==> src/rtl/b06_datapath_if.sv <==
// b06 datapath bus: controller strobes in, compare/count/event results out.
// master drives the controller side and reads results; slave is the datapath.
interface b06_datapath_if #(
  parameter int WIDTH = 8
);
  logic [1:0]       cc_mux;
  logic [1:0]       uscite;
  logic             enable_count;
  logic             ackout;
  logic [WIDTH-1:0] data_in;
  logic             data_valid;
  logic             eql;
  logic             cont_eql;
  logic [WIDTH-1:0] count;
  logic [1:0]       evt_data;
  logic             evt_valid;
  logic             evt_ready;
  logic             evt_overflow;
  logic             ack_pulse;

  modport master (
    output cc_mux, uscite, enable_count,
    output ackout, data_in, data_valid,
    output evt_ready,
    input  eql, cont_eql, count,
    input  evt_data, evt_valid,
    input  evt_overflow, ack_pulse
  );

  modport slave (
    input  cc_mux, uscite, enable_count,
    input  ackout, data_in, data_valid,
    input  evt_ready,
    output eql, cont_eql, count,
    output evt_data, evt_valid,
    output evt_overflow, ack_pulse
  );
endinterface

==> src/rtl/b06_datapath.sv <==
// b06 datapath: saturating counter, operand compare, uscite event FIFO.
// Ports: clock, reset (async high), bus (b06_datapath_if.slave).
module b06_datapath #(
  parameter int               WIDTH = 8,
  parameter int               TERM  = 12,
  parameter logic [WIDTH-1:0] REF_A = 8'h55,
  parameter logic [WIDTH-1:0] REF_B = 8'hAA,
  parameter int               DEPTH = 4
) (
  input  logic          clock,
  input  logic          reset,
  b06_datapath_if.slave bus
);
  localparam int AW = $clog2(DEPTH);
  localparam logic [WIDTH-1:0] TERM_V = WIDTH'(TERM);
  localparam logic [AW:0] FULL_V = (AW+1)'(DEPTH);

  logic [WIDTH-1:0] cap_q;
  logic [WIDTH-1:0] count_q;
  logic             eql_q;
  logic             ack_q;
  logic             pulse_q;
  logic             ovf_q;
  logic [1:0]       last_u_q;
  logic [1:0]       mem_q [DEPTH];
  logic [AW-1:0]    wr_q;
  logic [AW-1:0]    rd_q;
  logic [AW:0]      occ_q;

  logic cmp;
  logic push;
  logic pop;
  logic full;
  logic accept;
  logic empty;

  assign empty  = occ_q == '0;
  assign full   = occ_q == FULL_V;
  assign pop    = ~empty & bus.evt_ready;
  assign push   = bus.uscite != last_u_q;
  // A full FIFO still takes a push when the head leaves
  assign accept = push & (~full | pop);

  always_comb begin
    cmp = 1'b0;
    unique case (bus.cc_mux)
      2'b00: cmp = 1'b0;
      2'b01: cmp = cap_q == REF_A;
      2'b10: cmp = cap_q == count_q;
      2'b11: cmp = cap_q == REF_B;
    endcase
  end

  always_ff @(posedge clock or posedge reset) begin
    if (reset) begin
      cap_q    <= '0;
      count_q  <= '0;
      eql_q    <= 1'b0;
      ack_q    <= 1'b0;
      pulse_q  <= 1'b0;
      ovf_q    <= 1'b0;
      last_u_q <= 2'b00;
      wr_q     <= '0;
      rd_q     <= '0;
      occ_q    <= '0;
      for (int i = 0; i < DEPTH; i++)
        mem_q[i] <= 2'b00;
    end else begin
      if (bus.data_valid)
        cap_q <= bus.data_in;

      if (!bus.enable_count)
        count_q <= '0;
      else if (count_q != TERM_V)
        count_q <= count_q + WIDTH'(1);

      eql_q <= cmp;

      last_u_q <= bus.uscite;
      if (accept) begin
        mem_q[wr_q] <= bus.uscite;
        wr_q        <= wr_q + AW'(1);
      end
      if (pop)
        rd_q <= rd_q + AW'(1);
      occ_q <= occ_q + (AW+1)'(accept)
                     - (AW+1)'(pop);
      if (push && full && !pop)
        ovf_q <= 1'b1;

      ack_q   <= bus.ackout;
      pulse_q <= bus.ackout & ~ack_q;
    end
  end

  assign bus.count        = count_q;
  assign bus.cont_eql     = count_q == TERM_V;
  assign bus.eql          = eql_q;
  assign bus.evt_valid    = ~empty;
  // Stale slots are masked so an empty FIFO reads 00
  assign bus.evt_data     = empty ? 2'b00 : mem_q[rd_q];
  assign bus.evt_overflow = ovf_q;
  assign bus.ack_pulse    = pulse_q;
endmodule
==> src/flat_wrapper.sv <==
// flat-port wrapper written by rule: the top's interface ports become plain ports
module b06_datapath_flat 
#(
  parameter int               WIDTH = 8,
  parameter int               TERM  = 12,
  parameter logic [WIDTH-1:0] REF_A = 8'h55,
  parameter logic [WIDTH-1:0] REF_B = 8'hAA,
  parameter int               DEPTH = 4
)
  (clock, reset, bus_cc_mux, bus_uscite, bus_enable_count, bus_ackout, bus_data_in, bus_data_valid, bus_evt_ready, bus_eql, bus_cont_eql, bus_count, bus_evt_data, bus_evt_valid, bus_evt_overflow, bus_ack_pulse);
  b06_datapath_if #(.WIDTH(WIDTH)) bus_i ();
  input  logic clock;
  input  logic reset;
  input wire logic [$bits(bus_i.cc_mux)-1:0] bus_cc_mux;
  input wire logic [$bits(bus_i.uscite)-1:0] bus_uscite;
  input wire logic [$bits(bus_i.enable_count)-1:0] bus_enable_count;
  input wire logic [$bits(bus_i.ackout)-1:0] bus_ackout;
  input wire logic [$bits(bus_i.data_in)-1:0] bus_data_in;
  input wire logic [$bits(bus_i.data_valid)-1:0] bus_data_valid;
  input wire logic [$bits(bus_i.evt_ready)-1:0] bus_evt_ready;
  output wire logic [$bits(bus_i.eql)-1:0] bus_eql;
  output wire logic [$bits(bus_i.cont_eql)-1:0] bus_cont_eql;
  output wire logic [$bits(bus_i.count)-1:0] bus_count;
  output wire logic [$bits(bus_i.evt_data)-1:0] bus_evt_data;
  output wire logic [$bits(bus_i.evt_valid)-1:0] bus_evt_valid;
  output wire logic [$bits(bus_i.evt_overflow)-1:0] bus_evt_overflow;
  output wire logic [$bits(bus_i.ack_pulse)-1:0] bus_ack_pulse;
  assign bus_i.cc_mux = bus_cc_mux;
  assign bus_i.uscite = bus_uscite;
  assign bus_i.enable_count = bus_enable_count;
  assign bus_i.ackout = bus_ackout;
  assign bus_i.data_in = bus_data_in;
  assign bus_i.data_valid = bus_data_valid;
  assign bus_i.evt_ready = bus_evt_ready;
  assign bus_eql = bus_i.eql;
  assign bus_cont_eql = bus_i.cont_eql;
  assign bus_count = bus_i.count;
  assign bus_evt_data = bus_i.evt_data;
  assign bus_evt_valid = bus_i.evt_valid;
  assign bus_evt_overflow = bus_i.evt_overflow;
  assign bus_ack_pulse = bus_i.ack_pulse;
  b06_datapath #(.WIDTH(WIDTH), .TERM(TERM), .REF_A(REF_A), .REF_B(REF_B), .DEPTH(DEPTH)) u_core (.clock(clock), .reset(reset), .bus(bus_i));
endmodule
==> config.mk <==
export PLATFORM = sky130hd
export DESIGN_NAME = b06_datapath_flat
export DESIGN_NICKNAME = d
export VERILOG_FILES = /design/src/rtl/b06_datapath_if.sv /design/src/rtl/b06_datapath.sv /design/src/flat_wrapper.sv
export SDC_FILE = /design/constraint.sdc
export NUM_CORES = 1
export LEC_CHECK = 0
export CAP_MARGIN = 20
export CORE_ASPECT_RATIO = 0.6
export CORE_MARGIN = 4
export CORE_UTILIZATION = 56
export DETAILED_ROUTE_END_ITERATION = 6
export PLACE_DENSITY = 0.95
export SKIP_CTS_REPAIR_TIMING = 1
export SYNTH_ARGS = -nofsm -noshare
export SYNTH_HDL_FRONTEND = slang
export SYNTH_SLANG_ARGS = --single-unit
==> constraint.sdc <==
create_clock -name clock -period 3.37 [get_ports clock]
set_input_delay 0.674 -clock clock [delete_from_list [all_inputs] [get_ports clock]]
set_output_delay 0.674 -clock clock [all_outputs]
set_load 0.05 [all_outputs]
==> results.txt <==
----------------------------------------------------
[Floorplan]
  Area inside the core boundary ... 3022 sq um
  Vertical die dimension ... 52.78 um
  Width of the die ... 82.64 um
  Initial core utilization ... 0.6195
  Die Area ... 4361 sq um
  Rows ... 15
  Number of top-level design ports ... 33

[STA]
  Time the worst path needs with I/O delays and setup ... 2.904 ns
  Total Negative Setup Slacks ... 0 ns
  Relative slew margins ... 0.6492
  Final hold vios ... 0
  Setup repair after global routing missed its margin ... no
  Fmax ... 0.3444 GHz
  Slew at the pin closest to its max-slew limit ... 0.5245 ns
  Count of endpoints failing setup in the final report ... 0
  Max Transition Viols Final ... 0
  Worst-case clock skew ... 0.005851 ns
  Final period util ... 0.8616

[Layout]
  Count of nets after finishing ... 224
  Share of layout cells above drive strength 1 ... 0.1515
  FILL cells ... 172
  Inserted Diodes ... 0
  Area added between synthesis and finish ... 26.34%
  Utilization of the core after routing ... 0.7826

[Global route]
  Total track usage ... 0.2295
  Global route total overflow ... 0
  GR met1 Demand/Resource ... 0.2907
  Number of global-route vias before repair ... 1451
  Layer with the highest usage after global routing ... met2
  Initial antenna violation count ... 0
  Met2 routing resource usage after global routing ... 0.3963
  First-pass GRT wire length ... 7148 um
  Met3 usage in global routing ... 0.04983
  Maximum number of pins on one net before global-route repair ... 38

[Worst hold path]
  Destination of the worst hold path ... u_core.bus.ack_pulse$_DFF_PP0_
  Min-delay worst type ... flop to flop
  Worst hold path depth ... 1
  HP Start ... u_core.ack_q$_DFF_PP0_

[Worst setup path]
  Critical path buffer and inverter count ... 2
  FF-to-FF path depth ... 8
  Worst path slowest cell ... sky130_fd_sc_hd__dfrtp_1
  Crit Path Class ... flop to primary output
  Data arrival time of the critical path ... 2.23 ns
  Critical path endpoint category ... primary output
  Cell class contributing the biggest share of worst-path delay ... simple AND/OR/NAND/NOR gates
  Worst path cell trace ... inv_1 > ha_1 > or4b_4 > nor3_4 > dlymetal6s2s_1
  Critical register-to-register path endpoint ... u_core.occ_q[2]$_DFF_PP0_
  Critical path's largest stage delay ... 0.48 ns
  Kind of launch point of the worst setup path ... flop
  Launch point of the worst reg-to-reg path ... u_core.occ_q[1]$_DFF_PP0_
  Maximum fanout along the worst path ... 9
  Worst setup slack for register-to-register paths ... 1.01 ns
  Required time at the worst-slack endpoint ... 2.70 ns

[Yosys]
  Number of nets in the synthesized netlist ... 188
  Number of flops mapped to enable cells by yosys ... 0
  Flip-flop and latch count after synthesis ... 37
  Fraction of the yosys area taken by sequential cells ... 0.4947
  Cell count after synthesis ... 161
  Number of unique standard cell types used by synthesis ... 39
  Synthesized area divided by synthesized cell count ... 11.63 sq um
  Fraction of synthesis flops using an asynchronous set or reset pin ... 1.000
  Warnings from Yosys ... 0
  Top flip-flop cell by instance count after synthesis ... sky130_fd_sc_hd__dfrtp_1
  Netlist area before placement ... 1872 sq um

[Detailed routing]
  Sum of routed wire length over all layers ... 4352 um
  First DRT Iteration DRCs ... 95
  Total number of vias ... 1430
  Number of routed nets with antenna violations ... 0
  Final routed DRC violation total ... 0
  Detailed-route wire length per cell ... 18.13 um
  Drt via density ... 5.958
  DRT Pass-1 Iters ... 4

[Power and ir drop]
  Power consumption ... 1.776 mW
  LEAKAGE ... 1.008 nW
  PD cells ... 750.9 nW/um^2
  Worst-case vdd ir drop ... 0.4815 mV

[Clock network]
  Maximum buffer depth of the clock tree ... 2
  Clock slew at the register clock pins of the worst setup and hold paths ... 0.07 ns
  Clock insertion delay at the later pin of the skew report ... 0.29 ns
  Count of H-tree levels built during CTS ... 2
  Clock buffers created by TritonCTS ... 5
  Buffer cell driving the clock tree root ... sky130_fd_sc_hd__clkbuf_8
  TritonCTS clock tree ... yes
  # clock sinks ... 37

[Run]
  Number of max-cap violations ... 0

[Place]
  Buffers added on ports ... 32
  Routability cong. ... 0.8648
  Placed wire-length estimate ... 3125 um

[Outcome]
  Status ... finished, final reports clean

----------------------------------------------------
cell usage in the layout (no fill, tap or decap), drive strengths merged, types with 2 or more instances in the layout:
cell type,Yosys,layout
a21oi,7,7
a31oi,2,2
and2,6,6
bufinv,0,2
clkbuf,2,5
clkdlybuf4s50,0,31
dfrtp,37,37
ha,8,8
inv,10,10
mux2,16,16
mux2i,2,2
mux4,2,2
nand2,12,12
nand2b,2,2
nor2,4,4
nor2b,4,4
nor3,3,3
nor3b,4,4
nor4b,2,2
o211ai,2,2
o21ai,7,7
or3,3,3
xnor2,9,9
xor2,2,2
power breakdown:
group	internal (mW)	switching [mW]	total (mW)
sequential	0.564	0.0977	0.661
combinational	0.309	0.350	0.659
clock	0.294	0.162	0.455
total	1.17	0.609	1.78
registers in the layout, summed over array words and instances, names as in the netlist:
register,cells
u_core.bus.count,8
u_core.cap_q,8
u_core.mem_q,8
u_core.occ_q,3
u_core.last_u_q,2
u_core.rd_q,2
u_core.wr_q,2
u_core.ack_q,1
u_core.bus.ack_pulse,1
u_core.bus.eql,1
u_core.bus.evt_overflow,1
synthesized netlist by cell type (all sizes together) (2+ instances only):
master | instances | area share
dfrtp | 37 | 0.49
mux2 | 16 | 0.096
nand2 | 12 | 0.024
inv | 10 | 0.020
xnor2 | 9 | 0.042
ha | 8 | 0.053
a21oi | 7 | 0.021
o21ai | 7 | 0.019
and2 | 6 | 0.020
nor2 | 4 | 0.0080
nor2b | 4 | 0.013
nor3b | 4 | 0.016
nor3 | 3 | 0.014
or3 | 3 | 0.010
a31oi | 2 | 0.0067
buf | 2 | 0.0087
clkbuf | 2 | 0.0040
mux2i | 2 | 0.011
mux4 | 2 | 0.024
nand2b | 2 | 0.0067
nor4b | 2 | 0.0094
o211ai | 2 | 0.0080
xor2 | 2 | 0.0094
worst max-delay path by stage:
stage,endpoint,slack (ns),start,cells past startpoint
finish,bus_cont_eql,0.47,u_core.bus.count[0]$_DFFE_PP0P_,5
global route,bus_cont_eql,0.40,u_core.bus.count[0]$_DFFE_PP0P_,5
CTS,bus_cont_eql,0.09,u_core.bus.count[0]$_DFFE_PP0P_,5
detailed placement,bus_cont_eql,0.41,u_core.bus.count[0]$_DFFE_PP0P_,5
global placement,bus_cont_eql,0.50,u_core.bus.count[0]$_DFFE_PP0P_,5
floorplan,bus_cont_eql,0.83,u_core.bus.count[0]$_DFFE_PP0P_,4
area by class of cell:
cell class | instances | area, sq um | area share
clock buffer | 5 | 68.82 | 0.02910
timing repair buffer | 33 | 330.3 | 0.1397
clock inverter | 3 | 65.06 | 0.02751
multi-input combinational | 110 | 884.6 | 0.3741
tap | 42 | 52.55 | 0.02222
sequential | 37 | 925.9 | 0.3915
inverter | 10 | 37.54 | 0.01587
worst reg2reg max path: cells and delay by family (launching register included):
kind | cells | cell delay, ns
flops | 1 | 0.40
simple gates | 2 | 0.65
fa+ha+maj | 3 | 0.84
xor+xnor | 2 | 0.34
buf+inv | 1 | 0.04
through the flow:
stage	hold WS, ns	instance area [sq um]	instances	setup slack, ns
after floorplan	0.3777	1872	161	0.8320
after global placement	0.3896	2228	232	0.4998
after detailed placement	0.3961	2228	232	0.4108
after CTS	0.4182	2362	240	0.08886
after global routing	0.4308	2365	240	0.3955
final	0.4184	2365	240	0.4663
layer usage:
layer	routed length [um]	vias to the layer above
li1	-	631
met1	1793	716
met2	2126	70
met3	366	13
met4	65	0
met5	0	-
kinds of logic after synthesis:
kind of cell             share of synthesized area
AO/OA/AOI/OAI                              0.08356
XOR/XNOR                                   0.05147
adder cells (fa/ha/maj)                    0.06417
buffers and inverters                      0.03275
flip-flops                                  0.4947
multiplexers                                0.1310
AND/OR/NAND/NOR                             0.1424
Power figures use the tool's default switching activity.
